File: config.mk
export PLATFORM = sky130hd
export DESIGN_NAME = ysyx_040729_trap_ctrl
export DESIGN_NICKNAME = d
export VERILOG_FILES = /design/src/rtl/ysyx_040729_trap_pkg.sv /design/src/rtl/ysyx_040729_trap_target.sv /design/src/rtl/ysyx_040729_trap_ctrl.sv
export SDC_FILE = /design/constraint.sdc
export NUM_CORES = 1
export LEC_CHECK = 0
export CAP_MARGIN = 25
export CORE_AREA = 2 2 182 184
export DETAILED_ROUTE_END_ITERATION = 8
export DIE_AREA = 0 0 184 186
export SETUP_SLACK_MARGIN = 0.15
export SLEW_MARGIN = 25
export SYNTH_ARGS = -nofsm -noshare
export SYNTH_HDL_FRONTEND = slang
export SYNTH_SLANG_ARGS = --single-unit
File: constraint.sdc
create_clock -name clock -period 2.82 [get_ports clock]
set_clock_uncertainty 0.1 [all_clocks]
set_input_delay 0.564 -clock clock [delete_from_list [all_inputs] [get_ports clock]]
set_output_delay 0.564 -clock clock [all_outputs]
set_load 0.05 [all_outputs]
File: src/rtl/ysyx_040729_trap_pkg.sv
// Shared encodings for the machine-mode trap sequencer: FSM states, cause codes,
// CSR addresses and the mtvec mode field.
package ysyx_040729_trap_pkg;

   typedef enum logic [1:0] {
      ST_IDLE     = 2'd0,
      ST_DRAIN    = 2'd1,
      ST_COMMIT   = 2'd2,
      ST_REDIRECT = 2'd3
   } trap_state_e;

   localparam logic [3:0] EXC_ILLEGAL = 4'd2;
   localparam logic [3:0] EXC_ECALL_M = 4'd11;
   localparam logic [3:0] IRQ_MEI     = 4'd11;
   localparam logic [3:0] IRQ_MTI     = 4'd7;

   localparam logic [11:0] CSR_MSTATUS = 12'h300;
   localparam logic [11:0] CSR_MIE     = 12'h304;
   localparam logic [11:0] CSR_MTVEC   = 12'h305;
   localparam logic [11:0] CSR_MEPC    = 12'h341;
   localparam logic [11:0] CSR_MCAUSE  = 12'h342;
   localparam logic [11:0] CSR_MIP     = 12'h344;

   localparam logic [1:0] MTVEC_VECTORED = 2'b01;

endpackage

File: src/rtl/ysyx_040729_trap_target.sv
// Combinational redirect-target calculation from mtvec/mepc and the latched cause.
// Vectored interrupt dispatch is built only when TRAP_VECTORED_EN is defined.
module ysyx_040729_trap_target
   import ysyx_040729_trap_pkg::*;
#(
   parameter int DATA_WIDTH = 64
) (
   input  logic [DATA_WIDTH-1:0] mtvec,
   input  logic [DATA_WIDTH-1:0] mepc,
   input  logic                  is_mret,
   input  logic                  is_irq,
   input  logic [3:0]            code,
   output logic [DATA_WIDTH-1:0] target
);

   logic [DATA_WIDTH-1:0] base;
   assign base = {mtvec[DATA_WIDTH-1:2], 2'b00};

`ifdef TRAP_VECTORED_EN
   logic vec_mode;
   assign vec_mode = (mtvec[1:0] == MTVEC_VECTORED);

   always_comb begin
      target = base;
      if (is_mret) begin
         target = mepc;
      end else if (is_irq && vec_mode) begin
         // Interrupts dispatch to base + 4*cause; exceptions always land on base.
         target = base + {{(DATA_WIDTH-6){1'b0}}, code, 2'b00};
      end
   end
`else
   logic unused_cfg;
   assign unused_cfg = ^{mtvec[1:0], is_irq, code};

   always_comb begin
      target = is_mret ? mepc : base;
   end
`endif

endmodule

File: src/rtl/ysyx_040729_trap_ctrl.sv
// Trap sequencer: IDLE -> DRAIN -> COMMIT -> REDIRECT for exceptions, mret and interrupts.
// Optional vectored interrupt targets via TRAP_VECTORED_EN (see ysyx_040729_trap_target).
module ysyx_040729_trap_ctrl
   import ysyx_040729_trap_pkg::*;
#(
   parameter int DATA_WIDTH    = 64,
   parameter int DRAIN_TIMEOUT = 255
) (
   input  logic                  clock,
   input  logic                  reset,
   input  logic                  commit_valid,
   input  logic [DATA_WIDTH-1:0] commit_pc,
   input  logic [DATA_WIDTH-1:0] commit_next_pc,
   input  logic                  exc_req,
   input  logic [3:0]            exc_code,
   input  logic                  mret_req,
   input  logic                  eirp_i,
   input  logic                  tirp_i,
   input  logic                  pipe_idle,
   input  logic [DATA_WIDTH-1:0] csr_mtvec,
   input  logic [DATA_WIDTH-1:0] csr_mepc,
   output logic                  exception_o,
   output logic                  mret_o,
   output logic                  flow_o,
   output logic [DATA_WIDTH-1:0] mepc_hwdata,
   output logic [DATA_WIDTH-1:0] mcause_hwdata,
   output logic                  stall_o,
   output logic                  flush_o,
   output logic                  redirect_valid,
   output logic [DATA_WIDTH-1:0] redirect_pc,
   input  logic                  redirect_ready,
   output logic                  drain_err_o
);

   localparam int CNT_W = $clog2(DRAIN_TIMEOUT + 1);

   trap_state_e           state_q, state_d;
   logic [CNT_W-1:0]      drain_cnt_q;
   logic                  drain_timeout, drain_done, detect;
   logic                  take_mret, take_irq;
   logic [3:0]            code_d;
   logic                  is_mret_q, is_irq_q, drain_err_q;
   logic [3:0]            code_q;
   logic [DATA_WIDTH-1:0] mepc_q, mcause_q, target_q, target_w;

   assign drain_timeout = (drain_cnt_q == CNT_W'(DRAIN_TIMEOUT));
   assign drain_done    = pipe_idle || drain_timeout;
   assign detect        = (state_q == ST_IDLE) && commit_valid &&
                          (exc_req || mret_req || eirp_i || tirp_i);

   // Cause priority at commit: exception > mret > external > timer.
   always_comb begin
      take_mret = 1'b0;
      take_irq  = 1'b0;
      code_d    = 4'd0;
      if (exc_req) begin
         code_d = exc_code;
      end else if (mret_req) begin
         take_mret = 1'b1;
      end else if (eirp_i) begin
         take_irq = 1'b1;
         code_d   = IRQ_MEI;
      end else if (tirp_i) begin
         take_irq = 1'b1;
         code_d   = IRQ_MTI;
      end
   end

   always_comb begin
      state_d        = state_q;
      stall_o        = 1'b0;
      flush_o        = 1'b0;
      exception_o    = 1'b0;
      mret_o         = 1'b0;
      redirect_valid = 1'b0;
      unique case (state_q)
         ST_IDLE: begin
            if (detect) begin
               stall_o = 1'b1;
               flush_o = 1'b1;
               state_d = ST_DRAIN;
            end
         end
         ST_DRAIN: begin
            stall_o = 1'b1;
            if (drain_done) state_d = ST_COMMIT;
         end
         ST_COMMIT: begin
            stall_o     = 1'b1;
            exception_o = !is_mret_q;
            mret_o      = is_mret_q;
            state_d     = ST_REDIRECT;
         end
         ST_REDIRECT: begin
            stall_o        = 1'b1;
            redirect_valid = 1'b1;
            if (redirect_ready) state_d = ST_IDLE;
         end
         default: state_d = ST_IDLE;
      endcase
   end

   ysyx_040729_trap_target #(.DATA_WIDTH(DATA_WIDTH)) u_target (
      .mtvec   (csr_mtvec),
      .mepc    (csr_mepc),
      .is_mret (is_mret_q),
      .is_irq  (is_irq_q),
      .code    (code_q),
      .target  (target_w)
   );

   always_ff @(posedge clock or negedge reset) begin
      if (!reset) begin
         state_q     <= ST_IDLE;
         drain_cnt_q <= '0;
         drain_err_q <= 1'b0;
         is_mret_q   <= 1'b0;
         is_irq_q    <= 1'b0;
         code_q      <= 4'd0;
         mepc_q      <= '0;
         mcause_q    <= '0;
         target_q    <= '0;
      end else begin
         state_q <= state_d;
         if (state_q == ST_DRAIN) begin
            drain_cnt_q <= drain_done ? '0 : drain_cnt_q + CNT_W'(1);
            if (drain_timeout && !pipe_idle) drain_err_q <= 1'b1;
         end
         if (detect) begin
            is_mret_q <= take_mret;
            is_irq_q  <= take_irq;
            code_q    <= code_d;
            // Interrupts resume after the retiring instruction; mret leaves mepc/mcause alone.
            if (!take_mret) begin
               mepc_q   <= take_irq ? commit_next_pc : commit_pc;
               mcause_q <= {take_irq, {(DATA_WIDTH-5){1'b0}}, code_d};
            end
         end
         if (state_q == ST_COMMIT) target_q <= target_w;
      end
   end

   assign flow_o        = exception_o | mret_o;
   assign mepc_hwdata   = mepc_q;
   assign mcause_hwdata = mcause_q;
   assign redirect_pc   = target_q;
   assign drain_err_o   = drain_err_q;

endmodule

Yosys cells after proc, flatten, opt, wreduce, memory -nomap -nowiden
Cells that the tools add are included.
{"block": "totals", "out_inout_bits": 199, "ff_bits": 145, "input_bits": 269, "wordCells": 54}
{"block": "op_classes", "addsub": 1, "n_eq_ne": 7, "bitwise": 2, "muxes": 23, "n_reduce_logical": 14}
{"cell": "64-bit two-way mux", "n": 2}
{"cell": "4-bit two-way mux", "n": 3}
{"cell": "1-bit two-way mux", "n": 11}
{"cell": "8-bit by 1-bit adder with 8-bit output (second input constant)", "n": 1}
{"cell": "8-bit equality test (second input constant)", "n": 1}
{"cell": "8-bit two-way mux", "n": 1}
{"cell": "2-bit one-hot mux with 4 select lines", "n": 1}
{"cell": "2-bit two-way mux", "n": 3}
{"cell": "2-bit != test (second input constant)", "n": 3}
{"cell": "2-bit equality test (second input constant)", "n": 2}
{"cell": "1-bit logical OR", "n": 4}
{"cell": "2-bit AND reduction", "n": 2}
{"cell": "1-bit logical AND", "n": 3}
{"cell": "3-bit two-way mux", "n": 1}
{"cell": "3-bit AND reduction", "n": 1}
{"cell": "3-bit OR reduction", "n": 1}
{"cell": "2-bit by 1-bit equality test with 1-bit output (second input constant)", "n": 1}
{"cell": "1-bit logical NOT", "n": 2}
{"cell": "2-bit logical NOT", "n": 1}
{"cell": "1-bit one-hot mux with 2 select lines", "n": 1}
{"cell": "1-bit NOT", "n": 1}
{"cell": "1-bit OR", "n": 1}

Longest topological paths before layout
Gate-level depths: netlist of the first run.
{"block": "depth", "ltp_word": 6, "depth_mapped": 8}

By module
Synthesis of the first run repeated with hierarchy kept, for this count alone.
{"block": "hier_totals", "hier_cells": 656, "area_unflattened_um2": 7943.9}
{"module": "ysyx_040729_trap_ctrl", "n_inst": 1, "seq_area_each_um2": 3753.6, "cells_per_inst": 585, "area_each_um2": 6889.1}
{"module": "ysyx_040729_trap_target", "n_inst": 1, "seq_area_each_um2": 0.0, "cells_per_inst": 71, "area_each_um2": 1054.8}

Worst setup path before layout of the first run
No wires, ideal clock.
{"block": "synth_timing", "path_type": "input-to-reg", "start": "input port exc_req", "end": "register state_q[1]", "setup_time_ns": 0.125, "stages": 5, "arrival_time_ns": 2.447, "path_slack_ns": 0.148, "cell_sequence": "buf_4 > nor4_4 > o21ai_0 > nand3_1 > mux2_2"}
{"block": "synth_via", "elab_chain_len": 6}
{"item": "start: declaration", "line": "ysyx_040729_trap_ctrl.sv:14", "rtl": "input logic exc_req,"}
{"item": "1-bit logical OR (3 in series)", "line": "ysyx_040729_trap_ctrl.sv:49", "rtl": "(exc_req || mret_req || eirp_i || tirp_i);"}
{"item": "1-bit logical AND", "line": "ysyx_040729_trap_ctrl.sv:48", "rtl": "assign detect = (state_q == ST_IDLE) && commit_valid &&"}
{"item": "2-bit != test (no source line)"}
{"item": "3-bit AND reduction (no source line)"}
{"item": "end signal: assignment", "line": "ysyx_040729_trap_ctrl.sv:124", "rtl": "state_q <= state_d;"}
{"item": "end: declaration", "line": "ysyx_040729_trap_ctrl.sv:37", "rtl": "trap_state_e state_q, state_d;"}
No other way between the ends.
A chain may end at the register's enable or synchronous reset.

Worst setup path in the final report of the first run
{"block": "layout_timing", "start": "register state_q[1]", "end": "output port redirect_valid"}
{"block": "layout_via", "elab_chain_len": 2}
{"item": "2-bit equality test", "line": "ysyx_040729_trap_ctrl.sv:76", "rtl": "unique case (state_q)"}
{"item": "1-bit two-way mux", "line": "ysyx_040729_trap_ctrl.sv:76"}
{"item": "end: declaration", "line": "ysyx_040729_trap_ctrl.sv:29", "rtl": "output logic redirect_valid,"}
No other way between the ends.

==> results of run 1 <==
==> layer usage <==
layer,wire length (um),up-vias,track usage [%]
met5,0,-,0
met4,497,0,4.99
met3,1630,27,3.99
met2,12200,243,23.9
li1,-,2917,-
met1,9780,2861,16.6
==> kinds of logic after synthesis <==
kind of cell	Yosys count	share of synthesized area, %
multiplexers	192	29.1
flip-flops	145	48.4
buffers and inverters	106	9.14
AND/OR/NAND/NOR	98	5.70
AO/OA/AOI/OAI	93	6.80
adder cells (fa/ha/maj)	5	0.834
other	1	0.0500
==> sequential cells by signal (all words and copies together) (netlist names) <==
signal and cells:
redirect_pc 64, drain_cnt_q 8, mcause_hwdata 5, state_q 2, is_mret_q 1, drain_err_o 1, mepc_hwdata 64
==> final cells by class <==
type / instances / area, um^2 / share of cell area, %
Clock inverter: 14 / 156 / 1.25
Inverter: 8 / 30.0 / 0.240
Multi-Input combinational cell: 447 / 3430 / 27.4
Tap cell: 408 / 510 / 4.08
Sequential cell: 145 / 3630 / 29.0
Clock buffer: 18 / 439 / 3.51
Timing Repair Buffer: 423 / 4320 / 34.5
==> worst max path at each step <==
stage	start	to	slack, ns	cells after the start
2_1_floorplan	state_q[0]	exception_o	0.35	5
3_3_place_gp	tirp_i	mepc_hwdata[38]	0.14	6
3_5_place_dp	mret_req	mepc_hwdata[38]	0.13	5
4_1_cts	state_q[1]	redirect_valid	0.22	2
5_1_grt	state_q[1]	redirect_valid	0.17	2
6_report	state_q[1]	redirect_valid	0.26	2
==> through the flow <==
| stage | hold WS, ns | instance area [um^2] | utilization, % | total power [uW] | worst slack (ns) |
|---|---|---|---|---|---|
| after floorplan | 0.168 | 7720 | - | 9520 | 0.354 |
| after global placement | 0.346 | 11900 | 37.0 | 12600 | 0.141 |
| after detailed placement | 0.354 | 11900 | 37.0 | 12700 | 0.128 |
| after CTS | 0.00197 | 12500 | 38.9 | 15100 | 0.220 |
| after global routing | 0.0175 | 12500 | 38.9 | 15700 | 0.170 |
| final | -0.00694 | 12500 | 38.9 | 14900 | 0.260 |
==> power by group through the flow <==
| stage | Sequential (uW) | Combinational [uW] | Clock (uW) |
|---|---|---|---|
| 2_1_floorplan | 6880 | 2640 | 0 |
| 3_3_place_gp | 3710 | 8890 | 0 |
| 3_5_place_dp | 3740 | 8940 | 0 |
| 4_1_cts | 3740 | 8950 | 2440 |
| 5_1_grt | 3870 | 9300 | 2510 |
| 6_report | 3730 | 8840 | 2340 |
==> placed cells by master, fill, tap and decap left out, types with 8 or more instances in the layout <==
cell type        count
clkdlybuf4s50_1    400
nor2_1              70
mux2i_1             63
conb_1              59
dfrtp_1            144
mux2_2             102
buf_4               11
mux2_4              27
clkbuf_16           17
buf_12              11
inv_1                8
o21ai_0             11
a21oi_1             65
==> flow_summary.json, run 1 <==
{
  "clockBufferDepth": 2,
  "areaGrowthSynthToFinish_pct": 66.8,
  "slew_headroom_pct": 47.5,
  "nFillCells": 3075,
  "synth.distinct_cells": 39,
  "antenna_found_initial": 0,
  "post_cts_buffers": 0,
  "path_cells": "ha_1 > clkdlybuf4s50_1",
  "path_class": "reg -> out",
  "cts-root-buf": "clkbuf_16",
  "dp_hpwl_um": 18400,
  "drcViolationCount": 0,
  "htree_levels": 4,
  "r2r_start": "state_q[0]",
  "cts_resized": 0,
  "syn_area_um2": 7500,
  "netlist.area_leader.share_pct": 48.4,
  "finalCritPeriodShare_pct": 90.8,
  "synth-seq-area-share_pct": 48.4,
  "rsz0062_at_grt": "false",
  "synth_most_common_cell": "dfrtp_1",
  "rrSetupSlack_ns": 0.55,
  "io_buffer_count": 406,
  "period_needed_ns": 2.56,
  "gp_congestion": 0.771,
  "nNetsFinal": 1316,
  "vias_per_cell": 4.13,
  "path_buf_inv": 1,
  "cp_max_fo": 4,
  "first_pass_iters": 4,
  "path_delay_family": "buffers and inverters",
  "wl_per_cell_um": 16.5,
  "ctsHoldBuffers": 0,
  "yosysTopAreaCell": "dfrtp_1",
  "cts_tree": "yes",
  "power_density_nw_per_um2": 1190,
  "clk_latency_ns": 0.42,
  "end_kind": "output port",
  "synth-edff-count": 0,
  "fmax_mhz": 391,
  "reg2reg_depth": 7,
  "p_clk_share_pct": 15.7,
  "final-setup-viol-count": 0,
  "core_area_um2": 32200,
  "syn_inst": 640,
  "r2r_end": "mepc_hwdata[34]",
  "whs_ns": -0.00694,
  "start_util_pct": 23.3,
  "status": "finished with violations",
  "critPathSlowestCell": "clkdlybuf4s50_1",
  "gr-total-overflow": 0,
  "grt_util_all_layers_pct": 13.9,
  "grt_max_degree": 85,
  "cap_violations": 0,
  "syn_avg_cell_area_um2": 11.7,
  "dr.first_iter.drc_count": 254,
  "violations": "hold timing",
  "switching_share_pct": 48.1,
  "hp-class": "in -> async",
  "p_switching_uw": 7170,
  "grt_pass1_vias": 6189,
  "synthArstFlopShare_pct": 100,
  "die_area_um2": 34200,
  "max-vdd-ir-drop_uv": 573,
  "internal-power_uw": 7740,
  "ys_top_cells_by_area": "dfrtp_1 (48%), mux2_2 (15%), mux2i_1 (8.4%)",
  "cp_data_arrival_time_ns": 1.90,
  "drive_above_1_share_pct": 18.0,
  "fin_cells": 1463,
  "worst_pin_slew_ns": 0.787,
  "ys_seq_elements": 145,
  "rows": 66,
  "synthFlopType": "dfrtp_1",
  "die_w_um": 184,
  "yosys_warnings": 0,
  "slew_viol_final": 0,
  "path_clk_slew_ns": 0.07,
  "die_y_um": 186,
  "dpl.cell_count": 1431,
  "ys_top_cells_by_count": "dfrtp_1 (145), mux2_2 (102), nor2_1 (70), a21oi_1 (65), buf_4 (64)",
  "grt_pass1_wl_um": 35900,
  "num_vias": 6048,
  "cts_sinks": 145,
  "cp.required_ns": 2.16,
  "fin_tns_setup_ns": 0,
  "hold_viol": 8,
  "comb_power_share_pct": 59.3,
  "numCtsBuffers": 17,
  "ioPinCount": 468,
  "postRouteAntennaNets": 0,
  "leakagePower_uw": 0.00525,
  "critPathLaunchType": "flop",
  "wl_um": 24100,
  "p_seq_share_pct": 25.0,
  "max_stage_delay_ns": 0.86,
  "diodes": 0
}
No activity file was read; power rests on OpenSTA's default activity.
==> run 2: changes to the inputs <==
--- a/config.mk
+++ b/config.mk
@@ -7,8 +7,10 @@
 export LEC_CHECK = 0
 export CAP_MARGIN = 25
 export CORE_AREA = 2 2 182 184
+export CTS_CLUSTER_SIZE = 8
 export DETAILED_ROUTE_END_ITERATION = 8
 export DIE_AREA = 0 0 184 186
+export HOLD_SLACK_MARGIN = 0.1
 export SETUP_SLACK_MARGIN = 0.15
 export SLEW_MARGIN = 25
 export SYNTH_ARGS = -nofsm -noshare
==> run 2 against run 1 <==
Effect of this change: the run now ends clean; count of clock-buffer cells in the layout did not move; wire length rose by 0.20%; die area did not move; highest routed layer unchanged; cell count barely moved; fmax barely moved; register-to-register slack barely moved; critical path depth did not move; utilization barely moved; hold slack improved by 0.37 ns; power barely moved.
==> flow_summary.json, run 2 (synthesis results as in run 1) <==
{
  "grt_pass1_vias": 6193,
  "grt_max_degree": 85,
  "clk_latency_ns": 0.42,
  "htree_levels": 4,
  "path_delay_family": "buffers and inverters",
  "p_clk_share_pct": 15.7,
  "core_area_um2": 32200,
  "r2r_end": "mepc_hwdata[34]",
  "cts-root-buf": "clkbuf_16",
  "path_buf_inv": 1,
  "dr.first_iter.drc_count": 275,
  "hp-class": "reg -> reg",
  "power_uw": 14900,
  "fin_tns_setup_ns": 0,
  "path_cells": "ha_1 > clkdlybuf4s50_1",
  "p_switching_uw": 7160,
  "cp_data_arrival_time_ns": 1.90,
  "max-vdd-ir-drop_uv": 574,
  "wl_um": 24200,
  "max_stage_delay_ns": 0.86,
  "leakagePower_uw": 0.00526,
  "io_buffer_count": 406,
  "reg2reg_depth": 7,
  "gp_congestion": 0.771,
  "r2r_start": "state_q[0]",
  "power_density_nw_per_um2": 1190,
  "switching_share_pct": 48.1,
  "antenna_found_initial": 0,
  "cp_num_cells": 2,
  "worstSetupEndpoint": "redirect_valid",
  "rows": 66,
  "drive_above_1_share_pct": 18.0,
  "critPathSlowestCell": "clkdlybuf4s50_1",
  "startpoint": "state_q[1]",
  "cts_sinks": 145,
  "nNetsFinal": 1317,
  "slew_viol_final": 0,
  "cap_violations": 0,
  "cp_max_fo": 4,
  "status": "completed",
  "rrSetupSlack_ns": 0.56,
  "first_pass_iters": 5,
  "grt_util_all_layers_pct": 13.9,
  "numCtsBuffers": 17,
  "whs_ns": 0.366,
  "final_cell_mix": "clkdlybuf4s50_1 (400), dfrtp_1 (144), mux2_2 (102)",
  "wl_per_cell_um": 16.5,
  "place_area_um2": 11900,
  "end_kind": "output port",
  "ioPinCount": 468,
  "gr-total-overflow": 0,
  "dp_hpwl_um": 18400,
  "cts_tree": "yes",
  "grt_pass1_wl_um": 36000,
  "die_area_um2": 34200,
  "num_vias": 6061,
  "finalCritPeriodShare_pct": 90.8,
  "hold_viol": 0,
  "slew_headroom_pct": 47.6,
  "p_seq_share_pct": 25.0,
  "comb_power_share_pct": 59.3,
  "rsz0062_at_grt": "false",
  "clockBufferDepth": 2,
  "die_w_um": 184,
  "cp.required_ns": 2.16,
  "worst_pin_slew_ns": 0.786,
  "path_clk_slew_ns": 0.07,
  "postRouteAntennaNets": 0,
  "final_area_um2": 12500,
  "areaGrowthSynthToFinish_pct": 67.0,
  "die_y_um": 186,
  "fmax_mhz": 391,
  "internal-power_uw": 7740,
  "period_needed_ns": 2.56,
  "path_class": "reg -> out",
  "diodes": 0,
  "mostFrequentLayoutCell": "clkdlybuf4s50_1",
  "final_util_pct": 38.9,
  "vias_per_cell": 4.14,
  "final-setup-viol-count": 0,
  "start_util_pct": 23.3,
  "critPathLaunchType": "flop",
  "drcViolationCount": 0
}
-- run 2: cell types whose count changed in the layout (fill, tap and decap cells not counted), sizes merged --
cell         change
dlygate4sd3      +1
-- run 2: layout make-up --
type                            count  area, um^2
Clock buffer                       18         439
Clock inverter                     14         156
Fill cell                        3075       19700
Inverter                            8        30.0
Multi-Input combinational cell    447        3430
Sequential cell                   145        3630
Tap cell                          408         510
Timing Repair Buffer              424        4330
-- run 2: metrics by stage --
| step | setup slack, ns | instances |
|---|---|---|
| global placement | 0.141 | 1431 |
| CTS | 0.220 | 1464 |
| floorplan | 0.354 | 698 |
| detailed placement | 0.128 | 1431 |
| finish | 0.260 | 1464 |
| global route | 0.170 | 1464 |
-- run 2: metal layers --
metal	global-route usage, %	vias up	share of wire [%]
li1	-	2919	-
met4	4.99	0	2.2
met5	0	-	0
met1	16.6	2864	41
met3	3.99	30	6.8
met2	23.9	248	51
-- run 2: how the worst min path moves through the flow --
stage,from,to,slack [ns],cells past startpoint
after floorplan,reset,drain_cnt_q[0],0.17,0
after global placement,drain_err_o,drain_err_o,0.35,1
after detailed placement,drain_err_o,drain_err_o,0.35,1
after CTS,drain_err_o,drain_err_o,0.38,1
after global routing,drain_err_o,drain_err_o,0.38,1
final,drain_err_o,drain_err_o,0.37,1
-- run 2: repair_timing --
action	in CTS	in global routing
setup buffers	0	0
gates resized for setup	0	0
hold endpoints to repair	48	0
hold buffers	1	0
-- run 2: power by group through the flow --
stage | Sequential, uW | Combinational (uW) | Clock, uW
floorplan | 6880 | 2640 | 0
global placement | 3710 | 8890 | 0
detailed placement | 3740 | 8940 | 0
CTS | 3740 | 8950 | 2440
global route | 3870 | 9300 | 2510
finish | 3730 | 8850 | 2330
